## src/rtl/rs232_pkg.sv

```systemverilog
// Shared types and helpers for the RS-232 transmit path: FSM states,
// parity mode encodings and the fractional baud increment calculation.
package rs232_pkg;

  typedef enum logic [2:0] {
    IDLE,
    START,
    DATA,
    PARITY,
    STOP1,
    STOP2
  } tx_state_t;

  localparam logic [1:0] PAR_NONE = 2'b00;
  localparam logic [1:0] PAR_EVEN = 2'b01;
  localparam logic [1:0] PAR_ODD  = 2'b10;
  localparam logic [1:0] PAR_MARK = 2'b11;

  // Rounded increment for a phase accumulator that overflows once per bit period.
  function automatic int baud_inc(input longint clock_freq, input longint baud_rate,
                                  input int acc_width);
    longint num;
    longint den;
    num = (baud_rate << (acc_width - 4)) + (clock_freq >> 5);
    den = clock_freq >> 4;
    return int'(num / den);
  endfunction

endpackage

```

## src/rtl/rs232_tx_fifo.sv

```systemverilog
// Small show-ahead character FIFO feeding the framer; a write into a full
// FIFO is dropped and flagged with a one-cycle overflow pulse.
module rs232_tx_fifo #(
  parameter int WIDTH = 8,
  parameter int AW    = 2
) (
  input  logic             clock,
  input  logic             reset,
  input  logic             flush,
  input  logic             push,
  input  logic [WIDTH-1:0] wr_data,
  input  logic             pop,
  output logic [WIDTH-1:0] rd_data,
  output logic             full,
  output logic             empty,
  output logic [AW:0]      count,
  output logic             overflow
);

  localparam int DEPTH = 2 ** AW;
  localparam logic [AW:0] FULL_COUNT = {1'b1, {AW{1'b0}}};

  logic [WIDTH-1:0] mem [DEPTH];
  logic [AW-1:0]    wr_ptr_reg;
  logic [AW-1:0]    rd_ptr_reg;
  logic [AW:0]      count_reg;
  logic             overflow_reg;
  logic             do_push;
  logic             do_pop;

  assign empty = (count_reg == '0);
  assign full  = (count_reg == FULL_COUNT);

  // A pop in the same cycle frees the slot, so a write into a full FIFO still lands.
  assign do_pop  = pop && !empty && !flush;
  assign do_push = push && (!full || do_pop) && !flush;

  always_ff @(posedge clock) begin
    if (do_push) begin
      mem[wr_ptr_reg] <= wr_data;
    end
  end

  assign rd_data = mem[rd_ptr_reg];

  always_ff @(posedge clock or posedge reset) begin
    if (reset) begin
      wr_ptr_reg   <= '0;
      rd_ptr_reg   <= '0;
      count_reg    <= '0;
      overflow_reg <= 1'b0;
    end else if (flush) begin
      wr_ptr_reg   <= '0;
      rd_ptr_reg   <= '0;
      count_reg    <= '0;
      overflow_reg <= 1'b0;
    end else begin
      overflow_reg <= push && !do_push;
      if (do_push) begin
        wr_ptr_reg <= wr_ptr_reg + 1'b1;
      end
      if (do_pop) begin
        rd_ptr_reg <= rd_ptr_reg + 1'b1;
      end
      case ({do_push, do_pop})
        2'b10:   count_reg <= count_reg + 1'b1;
        2'b01:   count_reg <= count_reg - 1'b1;
        default: count_reg <= count_reg;
      endcase
    end
  end

  assign count    = count_reg;
  assign overflow = overflow_reg;

endmodule

```

## src/rtl/rs232_tx_framer.sv

```systemverilog
// RS-232 transmitter: FIFO-buffered characters framed with configurable
// parity and stop bits, paced by a fractional baud accumulator.
module rs232_tx_framer
  import rs232_pkg::*;
#(
  parameter int CLOCK_FREQ     = 100000000,
  parameter int BAUD_RATE      = 115200,
  parameter int BAUD_ACC_WIDTH = 16,
  parameter int DATA_BITS      = 8,
  parameter int FIFO_AW        = 2
) (
  input  logic                 clock,
  input  logic                 reset,
  input  logic                 abort,
  input  logic                 tx_datain_ready,
  input  logic [DATA_BITS-1:0] tx_datain,
  input  logic [1:0]           cfg_parity,
  input  logic                 cfg_two_stop,
  output logic                 tx_fifo_full,
  output logic [FIFO_AW:0]     tx_fifo_count,
  output logic                 tx_overflow,
  output logic                 tx_transmitter,
  output logic                 tx_transmitter_valid
);

  localparam int INC_INT = baud_inc(CLOCK_FREQ, BAUD_RATE, BAUD_ACC_WIDTH);
  localparam logic [BAUD_ACC_WIDTH:0] INC = INC_INT[BAUD_ACC_WIDTH:0];
  localparam int CW = $clog2(DATA_BITS);
  localparam logic [CW-1:0] LAST_BIT = CW'(DATA_BITS - 1);

  tx_state_t               state_reg;
  logic [BAUD_ACC_WIDTH:0] acc_reg;
  logic [DATA_BITS-1:0]    shift_reg;
  logic [CW-1:0]           bit_cnt_reg;
  logic [1:0]              parity_mode_reg;
  logic                    two_stop_reg;
  logic                    parity_bit_reg;
  logic                    line_reg;

  logic                    baud_tick;
  logic                    frame_load;
  logic                    load_parity;
  logic [DATA_BITS-1:0]    head_data;
  logic                    fifo_empty;

  rs232_tx_fifo #(
    .WIDTH (DATA_BITS),
    .AW    (FIFO_AW)
  ) u_fifo (
    .clock    (clock),
    .reset    (reset),
    .flush    (abort),
    .push     (tx_datain_ready),
    .wr_data  (tx_datain),
    .pop      (frame_load),
    .rd_data  (head_data),
    .full     (tx_fifo_full),
    .empty    (fifo_empty),
    .count    (tx_fifo_count),
    .overflow (tx_overflow)
  );

  assign baud_tick = acc_reg[BAUD_ACC_WIDTH];

  // A new frame starts from IDLE at once, or straight out of the last stop bit.
  always_comb begin
    frame_load = 1'b0;
    if (!abort && !fifo_empty) begin
      case (state_reg)
        IDLE:    frame_load = 1'b1;
        STOP1:   frame_load = baud_tick && !two_stop_reg;
        STOP2:   frame_load = baud_tick;
        default: frame_load = 1'b0;
      endcase
    end
  end

  always_comb begin
    case (cfg_parity)
      PAR_EVEN: load_parity = ^head_data;
      PAR_ODD:  load_parity = ~^head_data;
      PAR_MARK: load_parity = 1'b1;
      default:  load_parity = 1'b0;
    endcase
  end

  always_ff @(posedge clock or posedge reset) begin
    if (reset) begin
      state_reg       <= IDLE;
      acc_reg         <= '0;
      shift_reg       <= '1;
      bit_cnt_reg     <= '0;
      parity_mode_reg <= PAR_NONE;
      two_stop_reg    <= 1'b0;
      parity_bit_reg  <= 1'b0;
      line_reg        <= 1'b1;
    end else if (abort) begin
      state_reg <= IDLE;
      acc_reg   <= '0;
      shift_reg <= '1;
      line_reg  <= 1'b1;
    end else begin
      case (state_reg)
        START:   line_reg <= 1'b0;
        DATA:    line_reg <= shift_reg[0];
        PARITY:  line_reg <= parity_bit_reg;
        default: line_reg <= 1'b1;
      endcase

      // The accumulator runs from the load edge so the start bit lasts a full period.
      acc_reg <= {1'b0, acc_reg[BAUD_ACC_WIDTH-1:0]} + INC;

      if (frame_load) begin
        state_reg       <= START;
        shift_reg       <= head_data;
        bit_cnt_reg     <= '0;
        parity_mode_reg <= cfg_parity;
        two_stop_reg    <= cfg_two_stop;
        parity_bit_reg  <= load_parity;
      end else begin
        case (state_reg)
          IDLE: begin
            acc_reg <= '0;
          end
          START: begin
            if (baud_tick) state_reg <= DATA;
          end
          DATA: begin
            if (baud_tick) begin
              shift_reg   <= {1'b1, shift_reg[DATA_BITS-1:1]};
              bit_cnt_reg <= bit_cnt_reg + 1'b1;
              if (bit_cnt_reg == LAST_BIT) begin
                state_reg <= (parity_mode_reg != PAR_NONE) ? PARITY : STOP1;
              end
            end
          end
          PARITY: begin
            if (baud_tick) state_reg <= STOP1;
          end
          STOP1: begin
            if (baud_tick) begin
              if (two_stop_reg) begin
                state_reg <= STOP2;
              end else begin
                state_reg <= IDLE;
                acc_reg   <= '0;
              end
            end
          end
          STOP2: begin
            if (baud_tick) begin
              state_reg <= IDLE;
              acc_reg   <= '0;
            end
          end
          default: begin
            state_reg <= IDLE;
            acc_reg   <= '0;
          end
        endcase
      end
    end
  end

  assign tx_transmitter       = line_reg;
  assign tx_transmitter_valid = (state_reg != IDLE);

endmodule

```

## config.mk

```make
export PLATFORM = sky130hd
export DESIGN_NAME = rs232_tx_framer
export DESIGN_NICKNAME = d
export VERILOG_FILES = /design/src/rtl/rs232_pkg.sv /design/src/rtl/rs232_tx_fifo.sv /design/src/rtl/rs232_tx_framer.sv
export SDC_FILE = /design/constraint.sdc
export NUM_CORES = 1
export LEC_CHECK = 0
export BUFFER_PORTS_ARGS = -buffer_cell sky130_fd_sc_hd__buf_2
export CAP_MARGIN = 20
export CELL_PAD_IN_SITES_DETAIL_PLACEMENT = 1
export CELL_PAD_IN_SITES_GLOBAL_PLACEMENT = 1
export CORE_ASPECT_RATIO = 0.75
export CORE_MARGIN = 5
export CORE_UTILIZATION = 50
export DETAILED_ROUTE_END_ITERATION = 6
export PLACE_DENSITY_LB_ADDON = 0.1
export SLEW_MARGIN = 20
export SYNTH_ARGS = -nofsm -noshare
export SYNTH_HDL_FRONTEND = slang
export SYNTH_HIERARCHICAL = 1
export SYNTH_SLANG_ARGS = --single-unit
export TNS_END_PERCENT = 1
```

## constraint.sdc

```tcl
create_clock -name clock -period 3.02 [get_ports clock]
set_clock_uncertainty 0.1 [all_clocks]
set_input_delay 0.151 -clock clock [delete_from_list [all_inputs] [get_ports clock]]
set_output_delay 0.151 -clock clock [all_outputs]
set_load 0.1 [all_outputs]
```

* Word-level counts from Yosys, hierarchy flattened
Memories as Yosys holds them, arrays and structs flattened.
Index checks and enable logic that the tools add are counted.
** Cells by class
- Mux-type cells :: 38
- Add/sub/neg operators :: 6
- Equality and inequality tests :: 19
- Bitwise gates (word level) :: 1
- Reduce and logical (&&, ||, !) cells :: 31
** Operators by type and width (count)
- $mux 17 :: 5
- $pmux 17 s3 :: 1
- $mux 3 :: 14
- $mux 8 :: 4
- $ne 4x3->1 const B :: 6
- $pmux 3 s6 :: 1
- $add 16x7->17 const B :: 1
- $eq 3x3->1 const B :: 4
- $reduce_bool 3->1 :: 4
- $reduce_bool 2->1 :: 5
- $pmux 1 s3 :: 3
- $mux 2 :: 4
- $reduce_xnor 8->1 :: 1
- $reduce_xor 8->1 :: 1
- $logic_and 1x1->1 :: 7
- $reduce_and 7->1 :: 1
- $add 3x1->3 const B :: 2
- $eq 2x2->1 const B :: 3
- $eq 3x2->1 const B :: 2
- $logic_not 3->1 :: 2
- $pmux 3 s2 :: 1
- $logic_not 1->1 :: 5
- $mux 1 :: 5
- $add 2x1->2 const B :: 2
- 9 further kinds :: 11
** Word-level totals
- Input bits :: 15
- Logic and storage cells :: 108
- Output and inout port bits :: 7
- Memories kept :: 1
- Register bits :: 44
- Bits in writable memories :: 32
** Memories
- u_fifo.mem :: depth 4, width 8, read ports 1, clocked after Yosys merged registers in 0, write ports 1, RTL line rs232_tx_fifo.sv:23 : logic [WIDTH-1:0] mem [DEPTH];

* Logic depth before layout (Yosys ltp)
Gate-level depths: netlist of the first run.
- Depth in word-level cells :: 12
- Depth in mapped cells :: 11
- Gate-level depth less buffers :: 9

* Modules after synthesis
The synthesis of the first run kept the hierarchy.
** Modules (own cells, without submodules)
- rs232_tx_framer :: times used 1, cells each 180, sequential area each 912.1 um^2, area an instance 2024.4 um^2
- rs232_tx_fifo :: times used 1, cells each 108, sequential area each 1161.1 um^2, area an instance 1759.2 um^2

* Least setup slack after synthesis of the first run
OpenSTA, ideal clock, no wires.
- Kind :: reg2reg
- Start point :: register u_fifo.count_reg[0], in the netlist u_fifo/count[0]
- End point :: register u_fifo.count_reg[2], in the netlist u_fifo/count[2]
- Cell stages (with the launch flop) :: 10
- Setup time :: 0.082 ns
- Setup slack :: -0.238 ns
- Data required time :: 2.838 ns
- Period minus slack after synthesis :: 3.258 ns
- Data arrival time :: 3.076 ns
- Path buffers :: 2
- Path through :: dfrtp_1 -> buf_2 -> nor3_1 -> nor4_4 -> buf_4 -> nand2b_4 -> nor3_1 -> fa_1 -> or4_1 -> a31oi_1
** On the way
- Longest elaborated chain between the ends :: 12
- Elaborated cells on any way between the ends :: 18
- Those cells by class :: add/sub: 2; eq/ne: 3; mux: 3; reduce/logical: 10
** RTL lines
- start, declared :: RTL line rs232_tx_fifo.sv:26 : logic [AW:0] count_reg;
- start signal, assigned :: RTL line rs232_tx_fifo.sv:66 : 2'b10: count_reg <= count_reg + 1'b1;
- start signal, assigned :: RTL line rs232_tx_fifo.sv:67 : 2'b01: count_reg <= count_reg - 1'b1;
- start signal, assigned :: RTL line rs232_tx_fifo.sv:68 : default: count_reg <= count_reg;
- $logic_not 3->1 * :: RTL line rs232_tx_fifo.sv:31 : assign empty = (count_reg == '0);
- named net fifo_empty :: RTL line rs232_tx_framer.sv:44 : logic fifo_empty;
- $logic_not 1->1 * :: RTL line rs232_tx_framer.sv:68 : if (!abort && !fifo_empty) begin
- $logic_and 1x1->1 * :: RTL line rs232_tx_framer.sv:68
- $mux 1 * :: RTL line rs232_tx_framer.sv:68
- named net frame_load :: RTL line rs232_tx_framer.sv:41 : logic frame_load;
- $logic_and 1x1->1 * (2 in a row) :: RTL line rs232_tx_fifo.sv:35 : assign do_pop = pop && !empty && !flush;
- $logic_or 1x1->1 :: RTL line rs232_tx_fifo.sv:36 : assign do_push = push && (!full || do_pop) && !flush;
- $logic_and 1x1->1 (2 in a row) :: RTL line rs232_tx_fifo.sv:36
- $eq 2x1->1 / $eq 2x2->1 (equally long branches) :: RTL line rs232_tx_fifo.sv:65 : case ({do_push, do_pop})
- $pmux 3 s2 :: RTL line rs232_tx_fifo.sv:65
- $mux 3 :: RTL line rs232_tx_fifo.sv:52 : end else if (flush) begin
Mark *: on every way through the listed nets, which the timed path passes. The rest lies on a longest branch.
A chain may end at the register's enable or synchronous reset.

* Worst setup path in the final report of the first run
- Start point :: register state_reg[0]
- End point :: register u_fifo.count_reg[1], in the netlist u_fifo/count[1]
** On the way
- Longest elaborated chain between the ends :: 11
- Elaborated cells on any way between the ends :: 15
- Those cells by class :: eq/ne: 4; mux: 4; reduce/logical: 7
** RTL lines
- start, declared :: RTL line rs232_tx_framer.sv:31 : tx_state_t state_reg;
- start signal, assigned :: RTL line rs232_tx_framer.sv:133 : state_reg <= (parity_mode_reg != PAR_NONE) ? PARITY : STOP1;
- $eq 3x3->1 / $logic_not 3->1 (equally long branches) :: RTL line rs232_tx_framer.sv:69 : case (state_reg)
- $pmux 1 s3 * :: RTL line rs232_tx_framer.sv:69
- $mux 1 * :: RTL line rs232_tx_framer.sv:68
- named net frame_load :: RTL line rs232_tx_framer.sv:41
- $logic_and 1x1->1 * (2 in a row) :: RTL line rs232_tx_fifo.sv:35
- $logic_or 1x1->1 :: RTL line rs232_tx_fifo.sv:36
- $logic_and 1x1->1 (2 in a row) :: RTL line rs232_tx_fifo.sv:36
- $eq 2x1->1 / $eq 2x2->1 (equally long branches) :: RTL line rs232_tx_fifo.sv:65
- $pmux 3 s2 :: RTL line rs232_tx_fifo.sv:65
- $mux 3 :: RTL line rs232_tx_fifo.sv:52
Marks and branches as above.

==> flow_summary.yaml, run 1 <==
cts:
  ctsRootBufferMaster: "clkbuf_8"
  cts_tree: "yes"
  cts_buffers: 9
  htreeDepth: 3
  clk_path_buf_depth: 2
  ctsResizeCount: 0
  cts.clk_slew.worst_paths_ns: 0.09
  clock_sinks: 76
  post_cts_buffers: 0
  clk_latency_ns: 0.35
routing:
  remaining_drc_errors: 0
  wl_per_cell_um: 16.79
  vias_per_cell: 5.393
  drtIter0Drc: 85
  wirelength_um: 7136
  vias: 2292
  dr.pass1.iters: 4
  ant_nets: 0
yosys:
  synth_top_family_by_area: "simple AND/OR/NAND/NOR gates"
  synth_edf_count: 32
  yosys_most_used_dff: "dfrtp_1"
  synth.ff_latch_count: 76
  yosysTopAreaCellShare_pct: 25.40
  avgSynthCellArea_um2: 13.14
  synth_nets: 311
  synth_simple_gate_area_share_pct: 12.76
  synthArstFlopShare_pct: 57.89
  yosysWarningCount: 6
  synthAdderAreaFrac_pct: 2.844
  synth_top_area_cell: "edfxtp_1"
  synth_compound_area_share_pct: 8.896
  netlist_area_mm2: 0.003784
  synth.area.mux_share_pct: 10.55
  synth_area_leaders: "edfxtp_1 25%, dfrtp_1 23%, dfstp_2 6.3%"
  yosysSeqAreaShare_pct: 54.79
  synth_cells: 288
  synthDistinctLibCells: 59
  synthXorXnorAreaFrac_pct: 5.787
critical_path:
  r2r_end: "u_fifo/count[1]"
  cp.required_ns: 3.14
  critPathLaunchType: "flip-flop"
  critical_path_class: "flip-flop to flip-flop"
  cp-end-kind: "flip-flop"
  cp_max_fo: 10
  arrival_ns: 2.79
  rrSetupSlack_ns: 0.35
  crit_start: "state_reg[0]"
  timing.rr.start: "state_reg[0]"
  reg2reg_depth: 9
place:
  port_buffers: 21
  dpl.hpwl_um: 5092
  dp.cells: 397
  gp_congestion: 0.7281
timing:
  relSlewSlack_pct: 61.74
  fmax_mhz: 374.6
  tns_ns: 0
  worst_slew_pin_slew_ns: 0.5739
  period_needed_ns: 2.669
  drv_slew: 0
  finalSetupViolations: 0
  hold_violations: 0
  rsz0062_at_grt: "no"
  fin_crit_sh_pct: 88.38
floorplanning:
  die_h_um: 85.34
  die_w_um: 110.4
  core_area_mm2: 0.007365
  io_pins: 22
  rows: 27
  die_area_mm2: 0.009425
  start_util_pct: 51.38
final_layout:
  n_antenna_cell: 0
  most-common-layout-cells: "32 x dfrtp_1, 32 x edfxtp_1, 21 x buf_2"
  fin_nets: 342
  largest_reg_flops: 32
  finalNonFillerCells: 425
  drive_above_1_share_pct: 27.47
  syn2layout_area_growth_pct: 11.94
global_route:
  grt_pass1_vias: 2465
  grt_overflow: 0
  track_usage_pct: 16.51
  grt_max_degree: 33
  grt_first_pass_wirelength_um: 12370
  antenna_found_initial: 0
hold_path:
  holdPathEnd: "u_fifo/wr_ptr_reg[1]"
  hold_path_class: "input pin to flip-flop"
  holdPathStages: 3
  min_from: "tx_datain_ready"
power_and_ir_drop:
  p_leak_nw: 1.661
  ir_drop_v: 0.0002892
  power_density_mw_per_mm2: 557.3
job:
  cap_violations: 0
outcome:
  status: "finished clean"
==> routing by layer <==
layer  track usage [%]  routed length [µm]  vias to the layer above  part of all wire [%]
li1                  -                   -                     1094                     -
met1             22.62                3507                     1154                    49
met2             26.16                3328                       35                    47
met3             4.490                 222                        9                   3.1
met4             4.362                  78                        0                   1.1
met5                 0                   0                        -                     0
==> cells in the mapped netlist (7+ instances only) <==
| cell | n |
|---|---|
| xnor2_1 | 9 |
| mux2_2 | 7 |
| edfxtp_1 | 32 |
| ha_1 | 7 |
| nor2_4 | 8 |
| inv_1 | 12 |
| dfstp_2 | 9 |
| nand2b_1 | 8 |
| nor2_1 | 18 |
| mux2i_1 | 8 |
| dfrtp_1 | 35 |
| mux4_2 | 8 |
| xor2_1 | 16 |
| a21oi_1 | 11 |
| nand2_1 | 9 |
==> where the power goes <==
part	internal (mW)	switching (mW)	leakage, nW
sequential	1.16	0.0704	0.852
clock	0.306	0.392	0.0837
combinational	0.175	0.256	0.725
total	1.64	0.718	1.66
==> layout make-up <==
class,instances,area [µm²]
fill,795,3129
sequential,76,2077
multi-input combinational,182,1550
timing repair buffer,38,262.8
clock buffer,10,127.6
tap,101,126.4
clock inverter,6,46.29
inverter,12,45.04
==> per-stage QoR <==
stage	instance area (µm²)	power (mW)	setup slack (ns)	hold WS, ns	utilization (%)
after floorplan	3792	1.598	0.1628	-0.1335	-
after global placement	3941	1.662	0.4917	-0.02620	53.52
after detailed placement	3941	1.677	0.3635	-0.01968	53.52
after CTS	4235	2.396	0.3571	0.03853	57.51
after global routing	4235	2.492	0.1019	0.05147	57.51
final	4235	2.360	0.3508	0.06200	57.51
==> worst max-delay path by stage <==
stage	endpoint	slack [ns]	cells past startpoint
global placement	u_fifo/count[1]	0.49	9
finish	u_fifo/count[1]	0.35	9
floorplan	u_fifo/count[2]	0.16	9
global route	u_fifo/count[1]	0.10	9
detailed placement	u_fifo/count[1]	0.36	9
CTS	u_fifo/count[1]	0.36	9
==> kinds of logic after synthesis <==
| kind of cell | after synthesis |
|---|---|
| simple gates | 74 |
| compound gates | 47 |
| xor+xnor | 25 |
| fa+ha+maj | 8 |
| buf+inv | 30 |
| mux | 28 |
| flops | 76 |
==> repair_timing <==
item	CTS	global route
hold endpoints to repair	69	0
endpoints found under the setup margin	0	0
hold buffers	12	0
==> critical path, cell delays in order, from the launching register on <==
cell	delay, ns
dfrtp_1	0.54
nand2b_4	0.22
a31oi_4	0.11
nor4_4	0.43
nand2b_4	0.11
nor3_1	0.24
fa_1	0.48
o21a_1	0.12
o211ai_1	0.09
a221oi_1	0.10
No activity file was read; power rests on OpenSTA's default activity.
==> run 2, diff against run 1 <==
--- a/config.mk
+++ b/config.mk
@@ -10,7 +10,6 @@
 export CELL_PAD_IN_SITES_DETAIL_PLACEMENT = 1
 export CELL_PAD_IN_SITES_GLOBAL_PLACEMENT = 1
 export CORE_ASPECT_RATIO = 0.75
-export CORE_MARGIN = 5
 export CORE_UTILIZATION = 50
 export DETAILED_ROUTE_END_ITERATION = 6
 export PLACE_DENSITY_LB_ADDON = 0.1
==> run 2 against run 1 <==
  * Wire length is 2.8% higher
  * Cell count grew 0.47%
  * Critical path depth fell by 1
  * Global-route usage increased by 4.6 points
  * Critical path type unchanged
  * Largest cell class unchanged
  * Via count grew 0.74%
  * Sequential power hardly changed
  * Combinational power rose by 4%
  * Core utilization rose by 0.56 points
  * Die area fell by 16%
  * Register-to-register slack lost 0.04 ns
==> flow_summary.yaml, run 2 (synthesis gave the netlist of run 1 again) <==
final_layout:
  drive_above_1_share_pct: 28.22
  finalNonFillerCells: 427
  most-common-layout-cells: "32 x dfrtp_1, 32 x edfxtp_1, 21 x buf_2"
  design_area_mm2: 0.004257
  fin_nets: 344
  n_antenna_cell: 0
  largest_reg_flops: 32
  syn2layout_area_growth_pct: 12.50
critical_path:
  cp.required_ns: 3.19
  arrival_ns: 2.88
  critical_path_class: "flip-flop to flip-flop"
  crit_start: "u_fifo/count[2]"
  critPathLaunchType: "flip-flop"
  timing.rr.start: "u_fifo/count[2]"
  cp-end-kind: "flip-flop"
  cp_max_fo: 12
  reg2reg_depth: 8
place:
  dpl.hpwl_um: 5152
  gp_congestion: 0.7527
  dp.cells: 399
  dpl_cell_area_mm2: 0.003956
  port_buffers: 21
routing:
  drtIter0Drc: 64
  vias: 2309
  vias_per_cell: 5.407
  remaining_drc_errors: 0
  wl_per_cell_um: 17.18
  dr.pass1.iters: 4
  ant_nets: 0
  wirelength_um: 7337
global_route:
  grt_pass1_vias: 2494
  antenna_found_initial: 0
  grt_overflow: 0
  track_usage_pct: 21.10
  grt_first_pass_wirelength_um: 12360
  grt_max_degree: 31
floorplanning:
  rows: 27
  core_area_mm2: 0.007331
  start_util_pct: 51.61
  die_area_mm2: 0.007923
  die_w_um: 102.4
  die_h_um: 77.34
  io_pins: 22
cts:
  clock_sinks: 76
  htreeDepth: 3
  cts_tree: "yes"
  ctsRootBufferMaster: "clkbuf_8"
  cts_buffers: 9
  clk_latency_ns: 0.35
  cts.clk_slew.worst_paths_ns: 0.08
  clk_path_buf_depth: 2
timing:
  fmax_mhz: 369.7
  fin_crit_sh_pct: 89.56
  tns_ns: 0
  hold_violations: 0
  worst_slew_pin_slew_ns: 0.5160
  finalSetupViolations: 0
  rsz0062_at_grt: "no"
  period_needed_ns: 2.705
  relSlewSlack_pct: 65.41
  drv_slew: 0
outcome:
  status: "finished clean"
hold_path:
  hold_path_class: "input pin to flip-flop"
  holdPathStages: 3
  min_from: "tx_datain_ready"
power_and_ir_drop:
  totalPowerFinal_mw: 2.380
  ir_drop_v: 0.0002657
  p_leak_nw: 1.679
  power_density_mw_per_mm2: 559.0
job:
  cap_violations: 0
run 2: critical path, cell delays in order (launching register included):
cell      delay [ns]
dfrtp_2         0.50
nor3_2          0.47
nor4_4          0.09
buf_4           0.20
nand2b_4        0.09
nor3_1          0.06
fa_1            0.43
or4_1           0.52
a31oi_1         0.17
run 2: area by class of cell:
class / instances / area [µm²]
Clock buffer: 9 / 123.9
Timing Repair Buffer: 40 / 277.8
Clock inverter: 7 / 56.30
Inverter: 12 / 45.04
Multi-Input combinational cell: 182 / 1550
Sequential cell: 76 / 2077
Fill cell: 768 / 3074
Tap cell: 101 / 126.4
run 2: through the flow:
step	util (%)	setup WS [ns]	hold slack [ns]
2_1_floorplan	-	0.1628	-0.1335
4_1_cts	58.06	0.3112	0.05184
3_5_place_dp	53.97	0.3324	0.01629
3_3_place_gp	53.97	0.4272	0.004419
6_report	58.06	0.3154	0.07323
5_1_grt	58.06	0.1503	0.08520
run 2: per-layer routing:
layer / vias to the layer above / wire, µm / track usage, %
li1: 1090 / - / -
met1: 1175 / 3563 / 29.81
met2: 40 / 3446 / 31.93
met3: 4 / 285 / 6.486
met4: 0 / 42 / 4.857
met5: - / 0 / 0
run 2: final timing paths:
check | to | slack [ns]
max | u_fifo/count[2] | 0.32
min | u_fifo/wr_ptr_reg[1] | 0.07
max reg2reg | u_fifo/count[2] | 0.32
min reg2reg | acc_reg[0] | 0.38
max in group asynchronous | shift_reg[4] | 1.92
min in group asynchronous | acc_reg[4] | 0.18
run 2: repair_timing:
action / in CTS / in global routing
buffers inserted: 0 / 0
hold buffers: 12 / 0
resized for setup: 0 / 0
hold endpoints to repair: 49 / 0
run 2: where the power goes:
part	internal (mW)	total, mW	switching (mW)	leakage [nW]
sequential	1.16	1.23	0.0645	0.852
clock	0.309	0.704	0.395	0.0910
combinational	0.180	0.449	0.270	0.735
